==> config.mk <==
export PLATFORM = sky130hd
export DESIGN_NAME = mem_access_unit
export DESIGN_NICKNAME = d
export VERILOG_FILES = /design/src/rtl/mem_access_unit.sv
export SDC_FILE = /design/constraint.sdc
export NUM_CORES = 1
export LEC_CHECK = 0
export CAP_MARGIN = 10
export CORE_ASPECT_RATIO = 1.5
export CORE_UTILIZATION = 47
export DETAILED_ROUTE_END_ITERATION = 7
export PLACE_DENSITY = 0.83
export SETUP_SLACK_MARGIN = 0.05
export SLEW_MARGIN = 20
export SYNTH_ARGS = -nofsm -noshare
export SYNTH_HDL_FRONTEND = slang
export SYNTH_SLANG_ARGS = --single-unit
==> constraint.sdc <==
create_clock -name clk -period 9.9 [get_ports clk]
set_input_delay 2.97 -clock clk [delete_from_list [all_inputs] [get_ports clk]]
set_output_delay 2.97 -clock clk [all_outputs]
set_load 0.02 [all_outputs]
==> src/rtl/mem_access_unit.sv <==
// Memory-stage access unit: turns EX/MEM store/load control into a
// request/grant data-memory transaction, stalls the pipeline until the
// access completes, and returns extended load data to MEM/WB.
//
// state | meaning
// IDLE  | waiting for a memory op; alignment checked here
// REQ   | dmem_req held, waiting for dmem_gnt
// WAIT  | load granted, waiting for dmem_rvalid
// DONE  | one-cycle completion; result pulses valid, pipeline advances
module mem_access_unit #(
    parameter int TIMEOUT = 16
) (
    input  logic        clk,
    input  logic        reset,
    input  logic        RegWriteM,
    input  logic        MemWriteM,
    input  logic [1:0]  ResultSrcM,
    input  logic [2:0]  funct3M,
    input  logic [31:0] ALUResultM,
    input  logic [31:0] WriteDataM,
    output logic        dmem_req,
    output logic        dmem_we,
    output logic [31:0] dmem_addr,
    output logic [31:0] dmem_wdata,
    output logic [3:0]  dmem_wstrb,
    input  logic        dmem_gnt,
    input  logic        dmem_rvalid,
    input  logic [31:0] dmem_rdata,
    output logic        StallM,
    output logic [31:0] ReadDataM,
    output logic        LoadValidM,
    output logic        MisalignM,
    output logic        BusErrM
);

    localparam logic [1:0] S_IDLE = 2'd0;
    localparam logic [1:0] S_REQ  = 2'd1;
    localparam logic [1:0] S_WAIT = 2'd2;
    localparam logic [1:0] S_DONE = 2'd3;

    localparam int            CW       = (TIMEOUT > 2) ? $clog2(TIMEOUT) : 1;
    localparam logic [CW-1:0] CNT_LAST = CW'(TIMEOUT - 1);

    logic [1:0]    state;
    logic [CW-1:0] cnt;
    logic [2:0]    op_f3;
    logic [1:0]    op_lo;

    logic          mem_op;
    logic          aligned;
    logic [3:0]    wstrb_c;
    logic [31:0]   wdata_c;
    logic [31:0]   load_ext;
    logic [31:0]   byte_sh;
    logic [31:0]   half_sh;

    // RegWriteM only matters to writeback; the bus never looks at it
    logic unused_regwrite;
    assign unused_regwrite = RegWriteM;

    assign mem_op = MemWriteM | (ResultSrcM == 2'b01);
    assign StallM = ((state == S_IDLE) & mem_op) | (state == S_REQ) | (state == S_WAIT);

    // Alignment check and store lane placement for the incoming op
    always_comb begin
        aligned = 1'b1;
        wstrb_c = 4'b1111;
        wdata_c = WriteDataM;
        case (funct3M[1:0])
            2'b00: begin
                aligned = 1'b1;
                wstrb_c = 4'b0001 << ALUResultM[1:0];
                wdata_c = {4{WriteDataM[7:0]}};
            end
            2'b01: begin
                aligned = ~ALUResultM[0];
                wstrb_c = ALUResultM[1] ? 4'b1100 : 4'b0011;
                wdata_c = {2{WriteDataM[15:0]}};
            end
            default: begin
                aligned = (ALUResultM[1:0] == 2'b00);
                wstrb_c = 4'b1111;
                wdata_c = WriteDataM;
            end
        endcase
    end

    // Load extraction uses the size/offset latched at issue
    always_comb begin
        byte_sh  = dmem_rdata >> {op_lo, 3'b000};
        half_sh  = dmem_rdata >> {op_lo[1], 4'b0000};
        load_ext = dmem_rdata;
        case (op_f3)
            3'b000:  load_ext = {{24{byte_sh[7]}}, byte_sh[7:0]};
            3'b100:  load_ext = {24'd0, byte_sh[7:0]};
            3'b001:  load_ext = {{16{half_sh[15]}}, half_sh[15:0]};
            3'b101:  load_ext = {16'd0, half_sh[15:0]};
            default: load_ext = dmem_rdata;
        endcase
    end

    // Access sequencer, bus outputs, timeout counter and result pulses
    always_ff @(posedge clk or posedge reset) begin
        if (reset) begin
            state      <= S_IDLE;
            cnt        <= '0;
            op_f3      <= 3'b000;
            op_lo      <= 2'b00;
            dmem_req   <= 1'b0;
            dmem_we    <= 1'b0;
            dmem_addr  <= 32'd0;
            dmem_wdata <= 32'd0;
            dmem_wstrb <= 4'd0;
            ReadDataM  <= 32'd0;
            LoadValidM <= 1'b0;
            MisalignM  <= 1'b0;
            BusErrM    <= 1'b0;
        end else begin
            LoadValidM <= 1'b0;
            MisalignM  <= 1'b0;
            BusErrM    <= 1'b0;
            case (state)
                S_IDLE: begin
                    cnt <= '0;
                    if (mem_op) begin
                        if (aligned) begin
                            state      <= S_REQ;
                            dmem_req   <= 1'b1;
                            dmem_we    <= MemWriteM;
                            dmem_addr  <= {ALUResultM[31:2], 2'b00};
                            dmem_wstrb <= MemWriteM ? wstrb_c : 4'd0;
                            dmem_wdata <= MemWriteM ? wdata_c : 32'd0;
                            op_f3      <= funct3M;
                            op_lo      <= ALUResultM[1:0];
                        end else begin
                            state     <= S_DONE;
                            MisalignM <= 1'b1;
                        end
                    end
                end
                S_REQ: begin
                    if (dmem_gnt || (cnt == CNT_LAST)) begin
                        // the bus is released whether granted or timed out
                        dmem_req   <= 1'b0;
                        dmem_we    <= 1'b0;
                        dmem_addr  <= 32'd0;
                        dmem_wdata <= 32'd0;
                        dmem_wstrb <= 4'd0;
                        cnt        <= '0;
                        if (!dmem_gnt) begin
                            BusErrM <= 1'b1;
                            state   <= S_DONE;
                        end else begin
                            state <= dmem_we ? S_DONE : S_WAIT;
                        end
                    end else begin
                        cnt <= cnt + CW'(1);
                    end
                end
                S_WAIT: begin
                    if (dmem_rvalid) begin
                        ReadDataM  <= load_ext;
                        LoadValidM <= 1'b1;
                        state      <= S_DONE;
                        cnt        <= '0;
                    end else if (cnt == CNT_LAST) begin
                        ReadDataM <= 32'd0;
                        BusErrM   <= 1'b1;
                        state     <= S_DONE;
                        cnt       <= '0;
                    end else begin
                        cnt <= cnt + CW'(1);
                    end
                end
                default: begin
                    state <= S_IDLE;
                    cnt   <= '0;
                end
            endcase
        end
    end

endmodule

; Word level (Yosys, flattened, before mapping)
; Cells that the tools add are included.
[word_totals]
ff_bits = 116
inputBits = 107
out_inout_bits = 106
elab_cells = 94
[classes]
addsub = 1
n_eq_ne = 12
shift = 3
mux = 49
bitwise = 5
reduce_logical = 11
[ops]
columns = cell, count
row1 = $mux 32, 8
row2 = $pmux 32 s2, 3
row3 = $pmux 32 s4, 1
row4 = $mux 4, 8
row5 = $shr 32x5->16, 1
row6 = $shr 32x5->8, 1
row7 = $pmux 4 s2, 3
row8 = $mux 1, 16
row9 = $mux 2, 5
row10 = $pmux 1 s2, 4
row11 = $eq 2x1->1 const B, 3
row12 = $eq 3x3->1 const B, 2
row13 = $logic_not 2->1, 3
row14 = $pmux 2 s3, 1
row15 = $reduce_and 3->1, 2
row16 = $add 4x1->4 const B, 1
row17 = $eq 4x4->1 const B, 1
row18 = $ne 2x2->1 const B, 2
row19 = $reduce_and 4->1, 1
row20 = $reduce_bool 2->1, 2
row21 = $shl 1x2->4 const A, 1
row22 = $eq 3x1->1 const B, 1
row23 = $logic_not 3->1, 1
row24 = $ne 3x2->1 const B, 1
row25 = other kinds (7), 9

; Logic depth before layout (Yosys ltp)
[logic_depth]
depth_word = 6
depth_mapped = 8
depth_no_buf = 7

; Least setup slack after synthesis
; No wires, ideal clock.
[synth_timing]
kind = input -> output
start = in ResultSrcM[0]
end = out StallM
arrival_time_ns = 3.444
required_time_ns = 6.930
path_slack_ns = 3.486
stages = 3
n_path_buf = 0
path_cell_list = nor2b_1 o21ai_0 nand2_1
[synth_via]
elab_chain_cells = 5
[synth_rtl]
columns = element, line_no
row1 = from (decl), 17  ; input logic [1:0] ResultSrcM,
row2 = $eq 2x1->1, 61  ; assign mem_op = MemWriteM | (ResultSrcM == 2'b01);
row3 = $or 1x1->1, 61
row4 = $and 1x1->1, 62  ; assign StallM = ((state == S_IDLE) & mem_op) | (state == S_REQ) | (state == S_WAIT);
row5 = $or 1x1->1 (2 in series), 62
row6 = to (decl), 29  ; output logic StallM,
; No other way between the ends.

; Worst setup path in the final report
; Same ends and word-level chain as after synthesis.

==> impl_metrics.env <==
export IMPL_drv_cap=0
export IMPL_slew_headroom_pct=42.40
export IMPL_ys_flop_type="dfrtp_1"
export IMPL_portBuffers=209
export IMPL_grt_overflow=0
export IMPL_final_common_cell="clkdlybuf4s50_1"
export IMPL_final_antenna_net_count=0
export IMPL_ys_ff_latch=114
export IMPL_period_share_pct=74.36
export IMPL_fin_nets=767
export IMPL_num_antenna_cells=0
export IMPL_ys_seq_area_share_pct=54.69
export IMPL_power_density_nw_per_um2=325.9
export IMPL_status="finished clean"
export IMPL_synth_edf_count=0
export IMPL_report_final_hold_viol_count=0
export IMPL_stdcell_count=812
export IMPL_synthArstFlopShare_pct=100.0
export IMPL_cts_tree="yes"
export IMPL_period_minus_slack_ns=7.361
export IMPL_grt_pass1_vias=4874
export IMPL_cp_data_arrival_time_ns=4.39
export IMPL_setup_viol=0
export IMPL_cts_resized=0
export IMPL_die_width_um=88.02
export IMPL_rsz0062_at_grt="no"
export IMPL_gp_congestion=0.8876
export IMPL_avgSynthCellArea_um2=11.49
export IMPL_fin_skew_ns=0.008911
export IMPL_tightestPinTransition_ns=0.8640
export IMPL_first_pass_iters=5
export IMPL_cts_buffers=17
export IMPL_vias=4748
export IMPL_layout_common_cells="clkdlybuf4s50_1, dfrtp_1, a22o_1"
export IMPL_viasPerCell=5.847
export IMPL_track_usage_pct=28.88
export IMPL_fin_setup_tns_ns=0
export IMPL_antenna_found_initial=0
export IMPL_leakagePower_nw=3.503
export IMPL_die_height_um=131.0
export IMPL_maxSlewViolCount=0
export IMPL_yosys_warnings=0
export IMPL_initial_core_util_pct=48.73
export IMPL_reg2reg_slack_ns=7.55
export IMPL_synth_cell_area_um2=5216
export IMPL_critPathKind="in -> out"
export IMPL_grt_pass1_wl_um=24720
export IMPL_drive_above_1_share_pct=8.084
export IMPL_wl_per_cell_um=20.19
export IMPL_postSynthCellCount=454
export IMPL_ys_types=49
export IMPL_rows=46
export IMPL_cts_max_level=4
export IMPL_cts_root_buf="clkbuf_16"
export IMPL_max_clock_freq_ghz=0.1358
export IMPL_hold_buffers=0
export IMPL_finalWirelength_um=16390
export IMPL_end_kind="output port"
export IMPL_cts_sinks=114
export IMPL_syn2layout_area_growth_pct=54.14
export IMPL_clkTransAtPathRegs_ns=0.05
export IMPL_critPathLaunchType="primary input"
export IMPL_route_detailed_drc=0
export IMPL_post_dp_hpwl_um=11520
export IMPL_clock_path_buffers=2
export IMPL_core_area_um2=10710
export IMPL_holdCritPathClass="reg -> reg"
export IMPL_place_inst=780
export IMPL_critPathMaxFanout=2
export IMPL_ir_worst_vdd_v=0.0001672
export IMPL_drt_iter0_markers=241
export IMPL_worstSkewPairLatency_ns=0.41
export IMPL_grt_max_degree=69
export IMPL_post_cts_buffers=0
export IMPL_io_pins=213
export IMPL_die_area_um2=11530
export IMPL_worstPathRequired_ns=6.93
through the flow:
stage	hold slack [ns]	utilization, %	total power [mW]	setup WS, ns	area, um2
6_report	0.4797	75.11	2.620	2.539	8040
4_1_cts	0.4835	75.08	2.627	2.534	8038
2_1_floorplan	0.4322	-	1.434	3.486	5220
3_3_place_gp	0.4425	69.06	1.919	2.540	7393
3_5_place_dp	0.4670	69.11	1.962	2.541	7398
5_1_grt	0.5026	75.11	2.745	2.469	8040
state kept, by name (all words and copies together), names as in the netlist, 2 cells and up:
| register | flops |
|---|---|
| op_f3 | 3 |
| dmem_addr | 30 |
| op_lo | 2 |
| dmem_wstrb | 4 |
| dmem_wdata | 32 |
| state | 2 |
| cnt | 4 |
| ReadDataM | 32 |
Yosys cell counts (all sizes together) (5+ instances only):
| cell type | instances | area (um2) |
|---|---|---|
| clkbuf | 17 | 63.81 |
| nand2b | 6 | 37.54 |
| nor2 | 23 | 88.84 |
| mux2i | 24 | 240.2 |
| inv | 14 | 52.55 |
| a22o | 46 | 402.9 |
| dfrtp | 114 | 2853 |
| buf | 17 | 96.34 |
| nand2 | 39 | 146.4 |
| a21o | 10 | 75.07 |
| ha | 5 | 62.56 |
| a221o | 16 | 160.2 |
| nand3 | 5 | 25.02 |
| mux4 | 5 | 112.6 |
| nor2b | 5 | 31.28 |
| o22ai | 5 | 31.28 |
| o21ai | 33 | 168.9 |
| a22oi | 5 | 37.54 |
| o2bb2ai | 24 | 210.2 |
worst max-delay path, stage by stage:
cell and delay, ns:
clkdlybuf4s50_1 0.47, nor2b_1 0.16, o21ai_0 0.11, nand2_1 0.08
clkdlybuf4s50_1 0.60
worst paths after layout:
check / from / depth (start not counted) / end
setup / recovery: ResultSrcM[0] / 5 / StallM
setup reg to reg: state[0] / 6 / dmem_wdata[7]
max in group asynchronous: reset / 3 / dmem_wdata[1]
hold reg to reg: ReadDataM[5] / 2 / ReadDataM[5]
hold / removal: ReadDataM[5] / 2 / ReadDataM[5]
min in group asynchronous: reset / 2 / dmem_wdata[10]
per-layer routing:
metal  part of all wire [%]  wire [um]  track usage, %
met1                     36       5982           32.00
met2                     50       8213           47.65
met3                    9.2       1505           10.93
met4                    4.2        692           15.84
met5                      0          0               0
cell type report:
cell class	count	area [um2]
multi-input combinational	292	2172
clock buffer	23	488.0
sequential	114	2853
fill	731	2665
timing repair buffer	215	2137
clock inverter	9	151.4
inverter	15	58.81
tap	144	180.2
kinds of logic (layout without fill, tap and decap cells):
family,after synthesis,after routing,synth area share (%)
AOI/OAI and AO/OA,163,163,24.71
muxes,32,32,7.412
other,1,2,0.07189
DFF,114,114,54.69
xor gates and xnor gates,2,2,0.3359
and+or+nand+nor,88,88,7.436
adders and majority gates,5,5,1.199
buffers and inverters,49,262,4.150
power by group:
group	internal (mW)	total, mW	leakage, nW	switching [mW]
combinational	0.561	1.16	1.69	0.604
sequential	0.656	0.804	1.50	0.149
clock	0.446	0.652	0.313	0.205
Power figures use the tool's default switching activity.
